===== src/rtl/rr_select_arbiter.sv =====
// Four-way round-robin arbiter with a bounded hold time and a single shared
// data output that follows the din bit of the current grant holder.
module rr_select_arbiter #(
    parameter int MAX_HOLD = 4
) (
    input  logic       clk,
    input  logic       reset,
    input  logic [3:0] req,
    input  logic [3:0] din,
    output logic [3:0] gnt,
    output logic       y,
    output logic       busy
);

    typedef enum logic {IDLE, OWN} state_t;

    localparam logic [3:0] HOLD_LAST = 4'(MAX_HOLD - 1);

    state_t     state, state_nxt;
    logic [1:0] owner, owner_nxt;
    logic [1:0] ptr, ptr_nxt;
    logic [3:0] hold_cnt, hold_cnt_nxt;
    logic [3:0] other_req;
    logic       rel;
    logic [3:0] gnt_nxt;
    logic       busy_nxt;

    // First set bit of r scanning start, start+1, ... with modulo-4 wrap.
    function automatic logic [1:0] rr_pick(input logic [3:0] r, input logic [1:0] start);
        logic [1:0] idx;
        logic [1:0] pick;
        logic       found;
        pick  = start;
        found = 1'b0;
        for (int i = 0; i < 4; i++) begin
            idx = start + 2'(i);
            if (!found && r[idx]) begin
                pick  = idx;
                found = 1'b1;
            end
        end
        return pick;
    endfunction

    function automatic logic [3:0] onehot(input logic [1:0] i);
        return 4'b0001 << i;
    endfunction

    always_ff @(posedge clk) begin
        if (reset) begin
            state    <= IDLE;
            owner    <= 2'd0;
            ptr      <= 2'd0;
            hold_cnt <= 4'd0;
            gnt      <= 4'b0000;
            busy     <= 1'b0;
        end else begin
            state    <= state_nxt;
            owner    <= owner_nxt;
            ptr      <= ptr_nxt;
            hold_cnt <= hold_cnt_nxt;
            gnt      <= gnt_nxt;
            busy     <= busy_nxt;
        end
    end

    always_comb begin
        state_nxt    = state;
        owner_nxt    = owner;
        ptr_nxt      = ptr;
        hold_cnt_nxt = hold_cnt;
        other_req    = req & ~onehot(owner);
        // Hand-over when the owner lets go, or its hold budget is spent while someone waits.
        rel          = !req[owner] || ((hold_cnt == HOLD_LAST) && (|other_req));
        case (state)
            IDLE: begin
                if (|req) begin
                    state_nxt    = OWN;
                    owner_nxt    = rr_pick(req, ptr);
                    hold_cnt_nxt = 4'd0;
                end
            end
            OWN: begin
                if (rel) begin
                    ptr_nxt = owner + 2'd1;
                    if (|other_req) begin
                        // The old owner is masked out so a same-cycle re-request cannot jump the queue.
                        owner_nxt    = rr_pick(other_req, owner + 2'd1);
                        hold_cnt_nxt = 4'd0;
                    end else begin
                        state_nxt = IDLE;
                    end
                end else if (hold_cnt != HOLD_LAST) begin
                    hold_cnt_nxt = hold_cnt + 4'd1;
                end
            end
            default: state_nxt = IDLE;
        endcase
    end

    always_comb begin
        busy_nxt = (state_nxt == OWN);
        gnt_nxt  = busy_nxt ? onehot(owner_nxt) : 4'b0000;
        y        = |(gnt & din);
    end

endmodule

===== config.mk =====
export PLATFORM = sky130hd
export DESIGN_NAME = rr_select_arbiter
export DESIGN_NICKNAME = d
export VERILOG_FILES = /design/src/rtl/rr_select_arbiter.sv
export SDC_FILE = /design/constraint.sdc
export NUM_CORES = 1
export LEC_CHECK = 0
export CAP_MARGIN = 10
export CORE_UTILIZATION = 25
export CTS_BUF_LIST = sky130_fd_sc_hd__clkbuf_2 sky130_fd_sc_hd__clkbuf_4 sky130_fd_sc_hd__clkbuf_8
export DETAILED_ROUTE_END_ITERATION = 10
export HOLD_SLACK_MARGIN = 0.08
export MAX_ROUTING_LAYER = met4
export PLACE_DENSITY_LB_ADDON = 0.12
export SLEW_MARGIN = 5
export SYNTH_ARGS = -nofsm -noshare
export SYNTH_HDL_FRONTEND = slang
export SYNTH_SLANG_ARGS = --single-unit

===== constraint.sdc =====
create_clock -name clk -period 7.3 [get_ports clk]
set_clock_uncertainty 0.15 [all_clocks]
set_input_delay 1.095 -clock clk [delete_from_list [all_inputs] [get_ports clk]]
set_output_delay 1.095 -clock clk [all_outputs]
set_load 0.03 [all_outputs]

==> flow_metrics.tcl, run 1 <==
set metrics [dict create \
    postSynth.topFlopCell "sky130_fd_sc_hd__dfxtp_1" \
    max_cap_viols 0 \
    cts-resized-gates 0 \
    drt.antenna.violating_nets 0 \
    synthesis.instances 122 \
    r2r_start "owner[0]" \
    required_ns 6.05 \
    holdCritPathClass "flip-flop to flip-flop" \
    grt_antenna_before_repair 0 \
    synth_async_sr_flop_share_pct 0 \
    io_buffer_count 15 \
    layout.cells.most_common "sky130_fd_sc_hd__clkdlybuf4s50_1" \
    share_of_the_synthesized_area_in_the_top_cell_type_pct 26.2 \
    antenna-diode-count 0 \
    sequential_cell_area_in_the_final_layout_um2 260 \
    synth-edff-count 0 \
    place.gp.congestion 0.757 \
    insertion_delay_ns 0.24 \
    worstRegToRegCells 7 \
    drive_gt1_share_pct 8.82 \
    per_instance_average_area_after_synthesis_um2 8.14 \
    numClockSinks 13 \
    route.detailed.wl_per_inst_um 12.5 \
    layout_worst_path_cycle_share_pct 49.2 \
    clock_buffer_count_from_cts 3 \
    first_global_vias 931 \
    power_per_cell_area_nw_per_um2 209 \
    critPathCaptureType "primary output" \
    hold_path_depth 2 \
    synth-warning-count 0 \
    p_leak_uw 0.000433 \
    worst_setup_path_startpoint "din[0]" \
    ctsRootBufferMaster "sky130_fd_sc_hd__clkbuf_8" \
    finalWirelength_um 2300 \
    cts_tree "done" \
    drt_first_pass_iters 4 \
    die_area_um2 4230 \
    core_area_um2 3740 \
    place.detailed.hpwl_um 1810 \
    min_period_ns 3.59 \
    worstMarginPinSlew_ns 0.646 \
    drt_iter0_markers 16 \
    multiInputGateArea_um2 699 \
    critical_path.max_fanout 1 \
    initial_utilization_pct 26.5 \
    global_routing_usage_summed_across_all_routing_layers_pct 12.9 \
    grt_overflow 0 \
    hold-worst-slack_ns 0.385 \
    vdd_ir_drop_max_uv 56.8 \
    drt_drc_violations_left 0 \
    via_per_inst 5.08 \
    cts-hold-fix-buffers 0 \
    synth.top_cells.by_area "sky130_fd_sc_hd__dfxtp_1 26%, sky130_fd_sc_hd__ha_1 6.3%, sky130_fd_sc_hd__a21oi_1 4.0%, sky130_fd_sc_hd__nor2_1 3.8%, sky130_fd_sc_hd__nor2b_1 3.8%" \
    timing_worst_setup_path_type "input port to primary output" \
    finalSetupViolCount 0 \
    synth_seq_cells 13 \
    yosys.area.top_type "sky130_fd_sc_hd__dfxtp_1" \
    cts_setup_buffers 0 \
    cts_max_path_buffers 2 \
    maxSlewViolCount 0 \
    tns_ns 0 \
    hp-start "hold_cnt[2]" \
    syn-num-nets 137 \
    maxClockFrequency_mhz 279 \
    final.fill_count 410 \
    grt_max_degree 19 \
    netlist_area_um2 993 \
    io_pins 16 \
    final_net_count 152 \
    clock_tree.htree_level_count 1 \
    worst_path_arrival_ns 2.34 \
    seq_area_frac_synth_pct 26.2 \
    outcome "finished, final reports clean" \
    timing.final.hold_violations 0 \
    clock_pin_slew_on_the_worst_setup_and_hold_paths_ns 0.05 \
    slew_headroom_pct 56.9 \
    vias 934 \
    floorplan.rows 22 \
    report.power.total_uw 257 \
    global_route_wire_length_before_repair_um 4180 \
    fp.dieW_um 65.0 \
    grt_setup_unrepaired "no" \
    most-common-layout-cells "15 x sky130_fd_sc_hd__clkdlybuf4s50_1, 13 x sky130_fd_sc_hd__dfxtp_1, 10 x sky130_fd_sc_hd__nor2_1" \
    cp-start-kind "input port" \
    area.growth.synth_to_final_pct 24.2 \
    die_h_um 65.0 \
    netlist-cell-type-count 44 \
]
[path summary, 6_finish.rpt]
path | to | slack (ns)
setup reg to reg | owner[0] | 4.36
hold reg to reg | hold_cnt[2] | 0.39
setup / recovery | y | 3.71
hold / removal | hold_cnt[2] | 0.39
[synth_stat cells (2+ instances only)]
library cell and instances:
sky130_fd_sc_hd__a22oi_1 3, sky130_fd_sc_hd__o21ai_0 6, sky130_fd_sc_hd__or3b_2 3, sky130_fd_sc_hd__and3_1 3, sky130_fd_sc_hd__nand2_1 9, sky130_fd_sc_hd__a21oi_1 8, sky130_fd_sc_hd__a31oi_1 2, sky130_fd_sc_hd__a211oi_1 2
sky130_fd_sc_hd__or4_1 2, sky130_fd_sc_hd__nor2_1 10, sky130_fd_sc_hd__nand2b_1 4, sky130_fd_sc_hd__nand3b_1 2, sky130_fd_sc_hd__nand4_1 2, sky130_fd_sc_hd__clkbuf_1 4, sky130_fd_sc_hd__inv_1 3, sky130_fd_sc_hd__nor3b_1 2
sky130_fd_sc_hd__nor2b_1 6, sky130_fd_sc_hd__and2_1 2, sky130_fd_sc_hd__o221ai_1 2, sky130_fd_sc_hd__dfxtp_1 13, sky130_fd_sc_hd__nand3_1 2, sky130_fd_sc_hd__o2111ai_1 2, sky130_fd_sc_hd__a21boi_0 2, sky130_fd_sc_hd__o211ai_1 2
sky130_fd_sc_hd__ha_1 5, sky130_fd_sc_hd__mux2i_1 3
[routing by layer]
metal | track usage, % | up-vias | part of all wire, %
li1 | - | 487 | -
met1 | 16.1 | 441 | 51
met2 | 21.6 | 4 | 47
met3 | 1.58 | 2 | 1.0
met4 | 4.08 | 0 | 0.70
met5 | - | - | 0
[stage by stage]
step / std cells / instance area [µm²] / worst slack (ns) / utilization, %
floorplan: 122 / 993 / 4.51 / -
global placement: 180 / 1180 / 3.71 / 31.7
detailed placement: 180 / 1180 / 3.70 / 31.7
CTS: 184 / 1230 / 3.71 / 33.0
global route: 184 / 1230 / 3.63 / 33.0
finish: 184 / 1230 / 3.71 / 33.0
[cell type report]
type	instances	area share, %
multi-input combinational	100	56.7
sequential	13	21.1
timing repair buffer	15	12.2
tap	48	4.87
clock buffer	4	3.96
inverter	4	1.22
[registers in the layout, summed over array words and instances (netlist names)]
| signal | cells |
|---|---|
| ptr | 2 |
| owner | 2 |
| hold_cnt | 4 |
| state | 1 |
| gnt | 4 |
[critical path, stage by stage]
cell	delay, ns
sky130_fd_sc_hd__clkdlybuf4s50_1	0.45
sky130_fd_sc_hd__a22oi_1	0.07
sky130_fd_sc_hd__nand2_1	0.07
sky130_fd_sc_hd__clkdlybuf4s50_1	0.66
[cell families after synthesis]
logic type / after synthesis / share of synthesized area, %
simple gates: 51 / 29.2
compound gates: 38 / 27.6
xor+xnor: 1 / 0.882
buf+inv: 9 / 3.40
mux: 5 / 6.42
flops: 13 / 26.2
fa+ha+maj: 5 / 6.30
[where the power goes]
part / leakage (µW) / switching, µW / internal [µW] / total (µW)
Sequential: 0.000107 / 12.0 / 78.7 / 90.7
Clock: 0.0000262 / 24.1 / 42.1 / 66.2
Combinational: 0.000300 / 54.7 / 45.9 / 101
No activity file was read; power rests on OpenSTA's default activity.
==> run 2: changes to the inputs <==
==> constraint.sdc (replaced) <==
create_clock -name clk -period 3.17 [get_ports clk]
set_clock_uncertainty 0.15 [all_clocks]
set_input_delay 0.4755 -clock clk [delete_from_list [all_inputs] [get_ports clk]]
set_output_delay 0.4755 -clock clk [all_outputs]
set_load 0.03 [all_outputs]
==> flow_metrics.tcl, run 2 (synthesis gave the netlist of run 1 again) <==
set metrics [dict create \
    outcome "finished, final reports clean" \
    ctsRootBufferMaster "sky130_fd_sc_hd__clkbuf_8" \
    critPathCaptureType "flip-flop" \
    required_ns 3.19 \
    worstMarginPinSlew_ns 0.559 \
    drt_first_pass_iters 4 \
    place.gp.congestion 0.743 \
    drt_drc_violations_left 0 \
    cts-resized-gates 0 \
    cts_setup_buffers 0 \
    timing.critical_path.slowest_cell_delay_ns 0.59 \
    grt_antenna_before_repair 0 \
    multiInputGateArea_um2 699 \
    sequential_cell_area_in_the_final_layout_um2 260 \
    cts_max_path_buffers 2 \
    via_per_inst 5.19 \
    report.power.total_uw 604 \
    clock_buffer_count_from_cts 3 \
    io_buffer_count 15 \
    route.detailed.wl_per_inst_um 13.2 \
    max_cap_viols 0 \
    drt.antenna.violating_nets 0 \
    clock_tree.htree_level_count 1 \
    final.fill_count 422 \
    finalWirelength_um 2440 \
    p_leak_uw 0.000438 \
    finalSetupViolCount 0 \
    slew_headroom_pct 62.7 \
    antenna-diode-count 0 \
    worst_path_arrival_ns 2.60 \
    cts_tree "done" \
    place.detailed.hpwl_um 1860 \
    first_global_vias 978 \
    maxClockFrequency_mhz 388 \
    initial_utilization_pct 26.5 \
    clock_pin_slew_on_the_worst_setup_and_hold_paths_ns 0.05 \
    drive_gt1_share_pct 9.49 \
    global_routing_usage_summed_across_all_routing_layers_pct 13.0 \
    layout.cells.most_common "sky130_fd_sc_hd__clkdlybuf4s50_1" \
    vias 961 \
    finalNonFillerCells 185 \
    worstPathCellList "clkdlybuf4s50_1, nand2b_1, and4_1, a311oi_4, nand4_1, mux2_2, a21boi_1" \
    core_area_um2 3740 \
    numClockSinks 13 \
    grt_max_degree 18 \
    global_route_wire_length_before_repair_um 4150 \
    die_area_um2 4230 \
    timing_worst_setup_path_type "input port to flip-flop" \
    io_pins 16 \
    die_h_um 65.0 \
    fp.dieW_um 65.0 \
    critical_path.max_fanout 7 \
    cts-hold-fix-buffers 0 \
    placed_cells_incl_taps 181 \
    hold-worst-slack_ns 0.384 \
    most-common-layout-cells "15 x sky130_fd_sc_hd__clkdlybuf4s50_1, 13 x sky130_fd_sc_hd__dfxtp_1, 10 x sky130_fd_sc_hd__nor2_1" \
    insertion_delay_ns 0.24 \
    layout_worst_path_cycle_share_pct 81.3 \
    grt_setup_unrepaired "no" \
    crit_slowest_cell "sky130_fd_sc_hd__clkdlybuf4s50_1" \
    area.growth.synth_to_final_pct 24.9 \
    timing.final.hold_violations 0 \
    register_to_register_setup_slack_ns 0.63 \
    drt_iter0_markers 28 \
    vdd_ir_drop_max_uv 144 \
    cp-start-kind "input port" \
    min_period_ns 2.58 \
    holdCritPathClass "flip-flop to flip-flop" \
    final_net_count 153 \
    tns_ns 0 \
    grt_overflow 0 \
    registers_with_the_most_flip_flops "gnt x4, hold_cnt x4" \
    maxSlewViolCount 0 \
    floorplan.rows 22 \
    power_per_cell_area_nw_per_um2 487 \
]
==> run 2: cell type report <==
type                            count  area share (%)
Clock buffer                        4            3.93
Multi-Input combinational cell    100            56.4
Timing Repair Buffer               16            12.7
Tap cell                           48            4.84
Inverter                            4            1.21
Sequential cell                    13            21.0
==> run 2: through the flow <==
step                      area [µm²]  setup WS, ns  utilization, %
after floorplan                  993         0.378               -
after global placement          1190         0.405            31.9
after detailed placement        1190         0.365            31.9
after CTS                       1240         0.591            33.2
after global routing            1240         0.416            33.2
final                           1240         0.592            33.2
==> run 2: power breakdown <==
part | switching, µW | internal, µW
clock network | 56.6 | 97.1
registers | 17.9 | 181
logic | 143 | 108
total | 217 | 387
==> run 2: routing by layer <==
metal / up-vias / GRT usage [%] / routed length (µm) / part of all wire (%)
li1: 488 / - / - / -
met1: 463 / 15.1 / 1210 / 50
met2: 6 / 22.4 / 1180 / 49
met3: 4 / 1.06 / 21 / 0.86
met4: 0 / 6.52 / 25 / 1.0
met5: - / - / 0 / 0
==> run 2: critical path, delay by kind of cell <==
family                 cells  cell delay, ns
and+or+nand+nor            3            0.64
buffers and inverters      1            0.59
AOI/OAI and AO/OA          2            0.58
muxes                      1            0.31
==> run 2: final timing paths <==
path,end,cells past startpoint,start
setup / recovery,gnt[0],7,req[1]
setup reg to reg,owner[0],7,owner[1]
hold reg to reg,hold_cnt[2],2,hold_cnt[2]
hold / removal,hold_cnt[2],2,hold_cnt[2]
==> run 3: changes to the inputs <==
==> constraint.sdc (replaced) <==
create_clock -name clk -period 2.13 [get_ports clk]
set_clock_uncertainty 0.15 [all_clocks]
set_input_delay 0.3195 -clock clk [delete_from_list [all_inputs] [get_ports clk]]
set_output_delay 0.3195 -clock clk [all_outputs]
set_load 0.03 [all_outputs]
==> flow_metrics.tcl, run 3 (synthesis gave the netlist of run 1 again) <==
set metrics [dict create \
    slew_headroom_pct 73.6 \
    grt_max_degree 12 \
    insertion_delay_ns 0.24 \
    place.gp.congestion 0.785 \
    global_routing_usage_summed_across_all_routing_layers_pct 14.6 \
    cts-hold-fix-buffers 0 \
    numClockSinks 13 \
    tns_ns -0.0127 \
    postLayoutCoreUtil_pct 43.3 \
    finalInstanceArea_um2 1620 \
    cp-start-kind "flip-flop" \
    required_ns 2.13 \
    global_route_wire_length_before_repair_um 4680 \
    finalSetupViolCount 1 \
    route.detailed.wl_per_inst_um 13.0 \
    cts_max_path_buffers 2 \
    place.detailed.hpwl_um 2170 \
    violated_checks "setup timing" \
    floorplan.rows 22 \
    antenna-diode-count 0 \
    vias 1034 \
    hold-worst-slack_ns 0.391 \
    grt_overflow 0 \
    final_net_count 180 \
    ctsRootBufferMaster "sky130_fd_sc_hd__clkbuf_8" \
    outcome "finished with violations" \
    maxClockFrequency_mhz 467 \
    placed_cells_incl_taps 205 \
    layout_worst_path_cycle_share_pct 101 \
    area.growth.synth_to_final_pct 63.1 \
    drt_iter0_markers 14 \
    finalWirelength_um 2760 \
    most-common-layout-cells "26 x sky130_fd_sc_hd__buf_4, 11 x sky130_fd_sc_hd__dfxtp_1, 11 x sky130_fd_sc_hd__clkdlybuf4s50_1" \
    maxSlewViolCount 0 \
    timing_worst_setup_path_type "flip-flop to flip-flop" \
    grt_antenna_before_repair 0 \
    layout.cells.most_common "sky130_fd_sc_hd__buf_4" \
    vdd_ir_drop_max_uv 255 \
    io_buffer_count 15 \
    die_area_um2 4230 \
    holdCritPathClass "flip-flop to flip-flop" \
    p_leak_uw 0.000626 \
    io_pins 16 \
    finalNonFillerCells 212 \
    clock_buffer_count_from_cts 3 \
    clock_tree.htree_level_count 1 \
    core_area_um2 3740 \
    drt.antenna.violating_nets 0 \
    cts_tree "done" \
    register_to_register_setup_slack_ns -0.01 \
    worstMarginPinSlew_ns 0.395 \
    fp.dieW_um 65.0 \
    die_h_um 65.0 \
    critPathCaptureType "flip-flop" \
    worst_path_arrival_ns 2.14 \
    clock_pin_slew_on_the_worst_setup_and_hold_paths_ns 0.06 \
    timing.final.hold_violations 0 \
    drt_first_pass_iters 4 \
    grt_setup_unrepaired "yes" \
    critical_path.max_fanout 5 \
    min_period_ns 2.14 \
    drive_gt1_share_pct 41.5 \
    dpl-instance-area_um2 1450 \
    max_cap_viols 0 \
    layout_setup_ws_ns -0.0127 \
    via_per_inst 4.88 \
    power_per_cell_area_nw_per_um2 667 \
    drt_drc_violations_left 0 \
    initial_utilization_pct 26.5 \
    first_global_vias 1051 \
    registers_with_the_most_flip_flops "gnt x4, hold_cnt x4" \
]
==> run 3: critical path, stage by stage (launching register included) <==
cell and delay [ns]:
sky130_fd_sc_hd__dfxtp_4 0.36, sky130_fd_sc_hd__buf_6 0.12, sky130_fd_sc_hd__ha_4 0.14, sky130_fd_sc_hd__nand2b_4 0.15
sky130_fd_sc_hd__or4_4 0.49, sky130_fd_sc_hd__and3_4 0.18, sky130_fd_sc_hd__nor3b_2 0.15, sky130_fd_sc_hd__xnor2_1 0.13
sky130_fd_sc_hd__a211oi_1 0.18
==> run 3: report_power, final <==
part           leakage [µW]  switching, µW  total (µW)  internal, µW
clock network     0.0000262           83.8         228           144
registers          0.000108           31.1         303           272
logic              0.000492            267         549           282
==> run 3: timing repair <==
item,in CTS,in global routing
endpoints found under the setup margin,7,11
gates resized for setup,16,15
pin swaps,3,7
cloned,0,0
setup buffers,1,2
==> run 3: final cells by class <==
| type | instances | area [µm²] |
|---|---|---|
| fillers | 396 | 2120 |
| multi-input cells | 100 | 858 |
| repair buffers | 43 | 363 |
| flip-flops and latches | 13 | 268 |
| well taps | 48 | 60.1 |
| clock buffers | 4 | 48.8 |
| inverters | 4 | 22.5 |
==> run 3: final timing paths <==
path                from          end  cells after the start
max             owner[1]     owner[0]                      8
min          hold_cnt[2]  hold_cnt[2]                      2
max reg2reg     owner[1]     owner[0]                      8
min reg2reg  hold_cnt[2]  hold_cnt[2]                      2
==> run 3: through the flow <==
stage	total power [µW]	setup slack, ns
final	1080	-0.0127
after global routing	1160	-0.106
after CTS	1060	-0.0380
after detailed placement	790	-0.374
after global placement	783	-0.349
after floorplan	623	-0.142
==> run 3: metal layers <==
metal	vias to the layer above	track usage [%]	wire length (µm)	share of wire [%]
met5	-	-	0	0
met4	0	8.42	29	1.1
met3	2	0.704	7	0.25
met2	6	24.9	1470	53
met1	478	16.9	1250	45
li1	548	-	-	-
